`src/rtl/out_buf_pkg.sv`:
```
// Shared definitions for the output-buffer write arbiter and its round-robin picker.
// State encoding is fixed so the read-side arbiter can reuse it.
package out_buf_pkg;

    typedef enum logic [1:0] {
        ST_IDLE  = 2'd0,
        ST_GRANT = 2'd1,
        ST_WAIT  = 2'd2,
        ST_ERROR = 2'd3
    } state_t;

    localparam int DEF_NUM_REQ = 4;
    localparam int DEF_DATA_W  = 16;
    localparam int DEF_TIMEOUT = 15;

endpackage

```
`src/rtl/rr_priority_picker.sv`:
```
// Combinational round-robin picker: first set request after last_grant, wrapping modulo NUM_REQ.
// Shared by the write- and read-side output buffer arbiters.
module rr_priority_picker #(
    parameter int NUM_REQ = 4,
    parameter int IDX_W   = (NUM_REQ > 1) ? $clog2(NUM_REQ) : 1
) (
    input  logic [NUM_REQ-1:0] req,
    input  logic [IDX_W-1:0]   last_grant,
    output logic [IDX_W-1:0]   winner,
    output logic               any_req
);

    logic [IDX_W-1:0] idx;

    always_comb begin
        winner  = '0;
        any_req = 1'b0;
        idx     = '0;
        // Scan starts one past the previous owner, so the previous owner is checked last.
        for (int i = 1; i <= NUM_REQ; i++) begin
            idx = IDX_W'((int'(last_grant) + i) % NUM_REQ);
            if (!any_req && req[idx]) begin
                any_req = 1'b1;
                winner  = idx;
            end
        end
    end

endmodule

```
`src/rtl/out_buf_write_arbiter.sv`:
```
// Round-robin arbiter sharing one output write buffer between NUM_REQ write controllers.
// Optional write timeout with sticky error state is enabled by defining WRITE_TIMEOUT_EN.
//
// state | meaning
// IDLE  | no owner; arbitrate and latch winner's word when any req is set
// GRANT | owner holds the buffer; write this cycle if buffer_ready
// WAIT  | owner stalled by buffer backpressure; write when buffer_ready rises
// ERROR | buffer stuck past TIMEOUT (WRITE_TIMEOUT_EN only); exits on rst
module out_buf_write_arbiter
    import out_buf_pkg::*;
#(
    parameter int NUM_REQ = DEF_NUM_REQ,
    parameter int DATA_W  = DEF_DATA_W,
    parameter int TIMEOUT = DEF_TIMEOUT
) (
    input  logic                      clk,
    input  logic                      rst,
    input  logic [NUM_REQ-1:0]        req,
    input  logic [NUM_REQ*DATA_W-1:0] req_data,
    input  logic                      buffer_ready,
    output logic                      buffer_write_en,
    output logic [DATA_W-1:0]         buffer_wdata,
    output logic [NUM_REQ-1:0]        grant,
    output logic [NUM_REQ-1:0]        ack,
    output logic [NUM_REQ-1:0]        stall,
    output logic                      busy,
    output logic                      err
);

    localparam int IDX_W = (NUM_REQ > 1) ? $clog2(NUM_REQ) : 1;

    if (NUM_REQ < 2) begin : g_bad_num_req
        $error("out_buf_write_arbiter: NUM_REQ must be at least 2");
    end
    if (TIMEOUT < 1) begin : g_bad_timeout
        $error("out_buf_write_arbiter: TIMEOUT must be at least 1");
    end

    state_t           state;
    state_t           state_nxt;
    logic [IDX_W-1:0] owner;
    logic [IDX_W-1:0] last_grant;
    logic [IDX_W-1:0] winner;
    logic             any_req;
    logic             write;
    logic [NUM_REQ-1:0] owner_oh;

    rr_priority_picker #(
        .NUM_REQ (NUM_REQ),
        .IDX_W   (IDX_W)
    ) u_picker (
        .req        (req),
        .last_grant (last_grant),
        .winner     (winner),
        .any_req    (any_req)
    );

`ifdef WRITE_TIMEOUT_EN
    localparam int CNT_W = $clog2(TIMEOUT + 1);

    logic [CNT_W-1:0] wait_cnt;
    logic             timeout_hit;

    // Counter value 0..TIMEOUT-1 covers exactly TIMEOUT cycles spent in WAIT.
    assign timeout_hit = (wait_cnt == CNT_W'(TIMEOUT - 1));

    always_ff @(posedge clk or posedge rst) begin
        if (rst) begin
            wait_cnt <= '0;
        end else if (!buffer_ready) begin
            if (state == ST_GRANT) begin
                wait_cnt <= '0;
            end else if (state == ST_WAIT && !timeout_hit) begin
                wait_cnt <= wait_cnt + 1'b1;
            end
        end
    end
`endif

    always_comb begin
        state_nxt = state;
        write     = 1'b0;
        case (state)
            ST_IDLE: begin
                if (any_req) begin
                    state_nxt = ST_GRANT;
                end
            end
            ST_GRANT: begin
                if (buffer_ready) begin
                    write     = 1'b1;
                    state_nxt = ST_IDLE;
                end else begin
                    state_nxt = ST_WAIT;
                end
            end
            ST_WAIT: begin
                if (buffer_ready) begin
                    write     = 1'b1;
                    state_nxt = ST_IDLE;
                end
`ifdef WRITE_TIMEOUT_EN
                else if (timeout_hit) begin
                    state_nxt = ST_ERROR;
                end
`endif
            end
`ifdef WRITE_TIMEOUT_EN
            ST_ERROR: state_nxt = ST_ERROR;
`endif
            default: state_nxt = ST_IDLE;
        endcase
    end

    always_ff @(posedge clk or posedge rst) begin
        if (rst) begin
            state        <= ST_IDLE;
            owner        <= '0;
            last_grant   <= IDX_W'(NUM_REQ - 1);
            buffer_wdata <= '0;
        end else begin
            state <= state_nxt;
            // Word is captured at arbitration; later req_data changes are ignored.
            if (state == ST_IDLE && any_req) begin
                owner        <= winner;
                buffer_wdata <= req_data[int'(winner)*DATA_W +: DATA_W];
            end
            if (write) begin
                last_grant <= owner;
            end
        end
    end

    always_comb begin
        owner_oh        = '0;
        owner_oh[owner] = 1'b1;
    end

    assign buffer_write_en = write;
    assign grant           = (state != ST_IDLE) ? owner_oh : '0;
    assign ack             = write ? owner_oh : '0;
    assign stall           = req & ~ack;
    assign busy            = (state != ST_IDLE);

`ifdef WRITE_TIMEOUT_EN
    assign err = (state == ST_ERROR);
`else
    assign err = 1'b0;
`endif

endmodule

```
`config.mk`:
```
export PLATFORM = sky130hd
export DESIGN_NAME = out_buf_write_arbiter
export DESIGN_NICKNAME = d
export VERILOG_FILES = /design/src/rtl/out_buf_pkg.sv /design/src/rtl/rr_priority_picker.sv /design/src/rtl/out_buf_write_arbiter.sv
export SDC_FILE = /design/constraint.sdc
export NUM_CORES = 1
export LEC_CHECK = 0
export BUFFER_PORTS_ARGS = -buffer_cell sky130_fd_sc_hd__buf_4
export CAP_MARGIN = 0
export CORE_UTILIZATION = 43
export CTS_CLUSTER_SIZE = 30
export DETAILED_ROUTE_END_ITERATION = 12
export GPL_TIMING_DRIVEN = 0
export PLACE_DENSITY = 0.81
export SYNTH_ARGS = -nofsm -noshare
export SYNTH_HDL_FRONTEND = slang
export SYNTH_SLANG_ARGS = --single-unit
```
`constraint.sdc`:
```
create_clock -name clk -period 2.25 [get_ports clk]
set_clock_uncertainty 0.1 [all_clocks]
set_input_delay 0.45 -clock clk [delete_from_list [all_inputs] [get_ports clk]]
set_output_delay 0.45 -clock clk [all_outputs]
set_load 0.1 [all_outputs]
```
==> results of run 1 <==
layer usage:
layer	vias to the layer above	global-route usage, %	share of wire, %
met5	-	0	0
met4	0	2.62	0.18
met3	2	4.89	5.6
met2	53	41.1	52
met1	741	27.6	42
li1	764	-	-
cells by family (layout without fill, tap and decap cells):
| family | after synthesis | count (layout) | synth area share [%] |
|---|---|---|---|
| adders and majority gates | 4 | 4 | 3.11 |
| buffers and inverters | 19 | 124 | 10.4 |
| muxes | 34 | 34 | 21.3 |
| DFF | 22 | 22 | 34.4 |
| other | 1 | 1 | 0.233 |
| and+or+nand+nor | 47 | 47 | 14.6 |
| AOI/OAI and AO/OA | 25 | 25 | 16.0 |
critical path: stages (launching register included):
cell	delay, ns
dfrtp_1	0.42
inv_2	0.10
ha_4	0.22
nand2_8	0.09
clkinvlp_4	0.12
and3_4	0.20
nor2b_4	0.12
buf_12	0.18
stage by stage:
step / std cells / setup TNS [ns] / hold slack (ns)
floorplan: 152 / -1.95 / 0.338
global placement: 298 / 0 / 0.364
detailed placement: 298 / 0 / 0.374
CTS: 299 / 0 / 0.291
global route: 303 / -0.318 / 0.351
finish: 303 / 0 / 0.258
cell usage after synthesis:
library cell   n
a211oi_1       1
a21boi_1       1
a21oi_1        1
a32o_1         1
and3_1         2
buf_12         4
buf_2          3
buf_4          1
buf_6          3
clkbuf_1       2
conb_1         1
dfrtp_1       20
dfstp_2        2
ha_1           4
inv_1          6
mux2_2         2
mux2i_1       32
nand2_1       24
nand2b_1       6
nor2_1         3
nor2b_1        4
nor3_1         2
nor3b_1        3
nor3b_2        1
nor4_1         1
o211ai_1       1
o21ai_0        3
o221ai_1       8
o221ai_2       9
or2_1          1
registers in the layout (all words and copies together), names as in the netlist:
| name | count |
|---|---|
| last_grant | 2 |
| buffer_wdata | 16 |
| state | 2 |
| owner | 2 |
worst max path at each step:
stage | startpoint | to | slack, ns | cells after the start
4_1_cts | state[0] | stall[3] | 0.0007 | 7
3_5_place_dp | owner[1] | ack[2] | 0.18 | 3
3_3_place_gp | owner[1] | ack[2] | 0.20 | 3
6_report | state[1] | stall[3] | 0.004 | 7
5_1_grt | state[1] | stall[1] | -0.08 | 8
2_1_floorplan | state[0] | stall[3] | -0.54 | 6
layout make-up:
class	count	area (um^2)	area share (%)
multi-input combinational	111	1020	38.4
timing repair buffer	104	813	30.7
sequential	22	553	20.9
buffer	11	136	5.15
tap	46	57.6	2.17
clock buffer	3	41.3	1.56
inverter	6	30.0	1.13
repair_timing:
action                                  CTS  global route
gates resized for setup                   7             1
pin swaps                                 0             1
hold buffers                              0             0
cloned                                    0             0
endpoints found under the setup margin    9             7
buffers inserted                          0             4
==> metrics.yaml, run 1 <==
ys_types: 30
route.detailed.drc: 0
drive_gt1_share_pct: 58.8
dieWidth_um: 63.1
core_um2: 3470
synth_area_um2: 1610
final_cell_mix: "buf_4 (101), mux2i_1 (32), nand2_1 (22), dfrtp_1 (20), o221ai_2 (9)"
grt_pass1_vias: 1551
grt_max_degree: 23
syn_nets: 227
clk_pin_slew_ns: 0.07
grt_usage_pct: 22.6
maxSlewHeadroom_pct: 44.8
timing.rr.end: "buffer_wdata[3]"
yosys-top-cells-area: "dfrtp_1 (31%), mux2i_1 (20%), o221ai_2 (8.4%), nand2_1 (5.6%), buf_12 (5.0%)"
wl_per_cell_um: 14.7
rsz0062_at_grt: "true"
report.final.setup_viol: 0
r2r_start: "last_grant[0]"
end_kind: "output port"
num_rows: 21
outcome: "completed"
fin_nets: 334
min_path_type: "input pin to asynchronous set/reset pin"
port_buffers: 100
cts_tree: "built"
drt-pass1-iter-count: 4
cts.sinks: 22
drt_iter0_drc: 33
cts_buffer_depth: 2
dp_hpwl_um: 3450
cap_violations: 0
crit_fanout: 5
area_growth_pct: 64.8
fmax_mhz: 445
yosysSeqAreaShare_pct: 34.4
drt_wl_total_um: 4470
yosysTopAreaCell: "dfrtp_1"
diodes: 0
placed_cell_area_um2: 2550
gp_congestion: 0.723
nFillCells: 277
slew_viol_final: 0
avgSynthCellArea_um2: 10.6
setup_ws_ns: 0.00427
root_buffer: "clkbuf_8"
ys_ff_latch: 22
antenna_left: 0
period_needed_ns: 2.25
finalHoldViolations: 0
gr-total-overflow: 0
clk_latency_ns: 0.25
grt_antenna_before_repair: 0
start_util_pct: 46.4
startpoint_type: "register"
cp.required_ns: 1.70
via_per_inst: 5.15
synth_top_area_share_pct: 31.1
worstMarginPinSlew_ns: 0.827
r2r_slack_ns: 0.32
dp_slack_ns: 0.177
h-tree-depth: 1
rr_worst_depth: 7
finish.instance_area_um2: 2650
numCtsBuffers: 3
die_h_um: 63.1
critical_path_class: "register to output port"
fp.dieArea_um2: 3990
final_common_cell: "buf_4"
grt_pass1_wl_um: 7140
fin_crit_sh_pct: 99.8
yosysWarningCount: 0
pin_count: 102
num_vias: 1560
fin_util_pct: 76.4
syn_inst: 152
cp.arrival_ns: 1.70
Power of run 1 is not shown: default switching activity piles up to over one toggle a cycle in this logic, so the estimate is an artifact.
==> inputs of run 2 (changes only) <==
- CTS_CLUSTER_SIZE: 30 -> default
- GPL_TIMING_DRIVEN: 0 -> default
- SLEW_MARGIN: default -> 40
==> run 2 against run 1 <==
Against the previous run: the flow now finishes with violations (negative setup slack); sequential share of layout area rose by 0.37 points; largest cell class unchanged; critical path depth rose by 1; utilization fell by 1.3 points; non-clock buffer count fell by 5; first-iteration DRC count rose by 18%; worst hold slack got worse by 0.13 ns; highest routed layer unchanged; via count fell by 0.32%; worst setup slack got worse by 0.0057 ns.
==> metrics.yaml, run 2 (synthesis results as in run 1) <==
core_um2: 3470
wl_per_cell_um: 14.8
cts_tree: "built"
dp.cells: 291
root_buffer: "clkbuf_8"
drt-pass1-iter-count: 4
instances_no_fill: 299
drive_gt1_share_pct: 58.1
outcome: "complete, but fails checks"
num_rows: 21
violations: "negative setup slack"
cts.sinks: 22
cap_violations: 0
grt_max_degree: 33
drt_iter0_drc: 39
port_buffers: 100
critPathCapture: "stall[1]"
r2r_slack_ns: 0.28
grt_antenna_before_repair: 0
fin_crit_sh_pct: 100
timing.rr.end: "buffer_wdata[1]"
startpoint: "state[1]"
die_h_um: 63.1
dp_hpwl_um: 3370
clk_latency_ns: 0.26
fmax_mhz: 444
grt_pass1_wl_um: 6720
top_register: "buffer_wdata"
slew_viol_final: 0
route.detailed.drc: 0
via_per_inst: 5.20
clk_pin_slew_ns: 0.08
startpoint_type: "register"
grt_usage_pct: 21.6
maxSlewHeadroom_pct: 64.5
drt_wl_total_um: 4420
crit_fanout: 5
nFillCells: 264
cts_buffer_depth: 2
gp_congestion: 0.761
final_common_cell: "buf_4"
diodes: 0
period_needed_ns: 2.25
rr_worst_depth: 6
final_cell_mix: "buf_4 (104), mux2i_1 (32), nand2_1 (22), dfrtp_1 (20), o221ai_2 (9)"
fp.dieArea_um2: 3990
cp.arrival_ns: 1.70
critical_path_class: "register to output port"
num_vias: 1555
antenna_left: 0
cp.required_ns: 1.70
gr-total-overflow: 0
h-tree-depth: 1
rsz0062_at_grt: "true"
pin_count: 102
fin_nets: 329
dieWidth_um: 63.1
finalHoldViolations: 0
r2r_start: "last_grant[0]"
setup_ws_ns: -0.00138
largest_reg_flops: 16
report.final.setup_viol: 1
min_path_type: "input pin to asynchronous set/reset pin"
area_growth_pct: 61.9
numCtsBuffers: 3
end_kind: "output port"
start_util_pct: 46.4
grt_pass1_vias: 1480
worstMarginPinSlew_ns: 0.532
run 2: cell type report:
cell class / instances / area [um^2] / area share (%)
multi-input combinational: 111 / 1020 / 39.4
timing repair buffer: 110 / 883 / 33.9
sequential: 22 / 553 / 21.2
tap: 46 / 57.6 / 2.21
clock buffer: 4 / 55.1 / 2.11
inverter: 6 / 30.0 / 1.15
run 2: timing repair:
item                                   CTS  global route
hold buffers                             0             0
buffers inserted                         1             3
resized for setup                        7             1
pin swaps                                0             1
setup endpoints to repair                5             5
endpoints found under the hold margin    0             0
run 2: metrics by stage:
step	utilization, %	TNS (ns)	setup WS (ns)	hold slack (ns)	cell area [um^2]
5_1_grt	75.1	-0.179	-0.0681	0.145	2600
4_1_cts	74.3	0	0.00405	0.134	2580
3_3_place_gp	71.7	0	0.254	0.371	2490
3_5_place_dp	71.7	0	0.229	0.366	2490
2_1_floorplan	-	-1.95	-0.535	0.338	1750
6_report	75.1	-0.00138	-0.00138	0.127	2600
run 2: critical path: stages (launching register included):
cell,delay [ns]
dfrtp_1,0.41
inv_2,0.11
ha_4,0.22
nand2_8,0.09
clkinvlp_4,0.10
nand2_2,0.11
nor2_4,0.06
nor2b_4,0.16
buf_12,0.18
run 2: worst min-delay path by stage:
| stage | start | to | slack [ns] | depth (start not counted) |
|---|---|---|---|---|
| floorplan | rst | buffer_wdata[0] | 0.34 | 1 |
| global placement | buffer_wdata[13] | buffer_wdata[13] | 0.37 | 2 |
| detailed placement | last_grant[0] | last_grant[0] | 0.37 | 2 |
| CTS | rst | buffer_wdata[3] | 0.13 | 3 |
| global route | rst | buffer_wdata[3] | 0.15 | 3 |
| finish | rst | owner[0] | 0.13 | 3 |
run 2: per-layer routing:
metal	up-vias	track usage, %	share of wire, %
met4	0	8.14	2.2
met1	727	26.5	40
li1	751	-	-
met3	10	5.25	7.0
met2	67	36.3	51
met5	-	0	0
Power of run 2 is left out for the same reason.
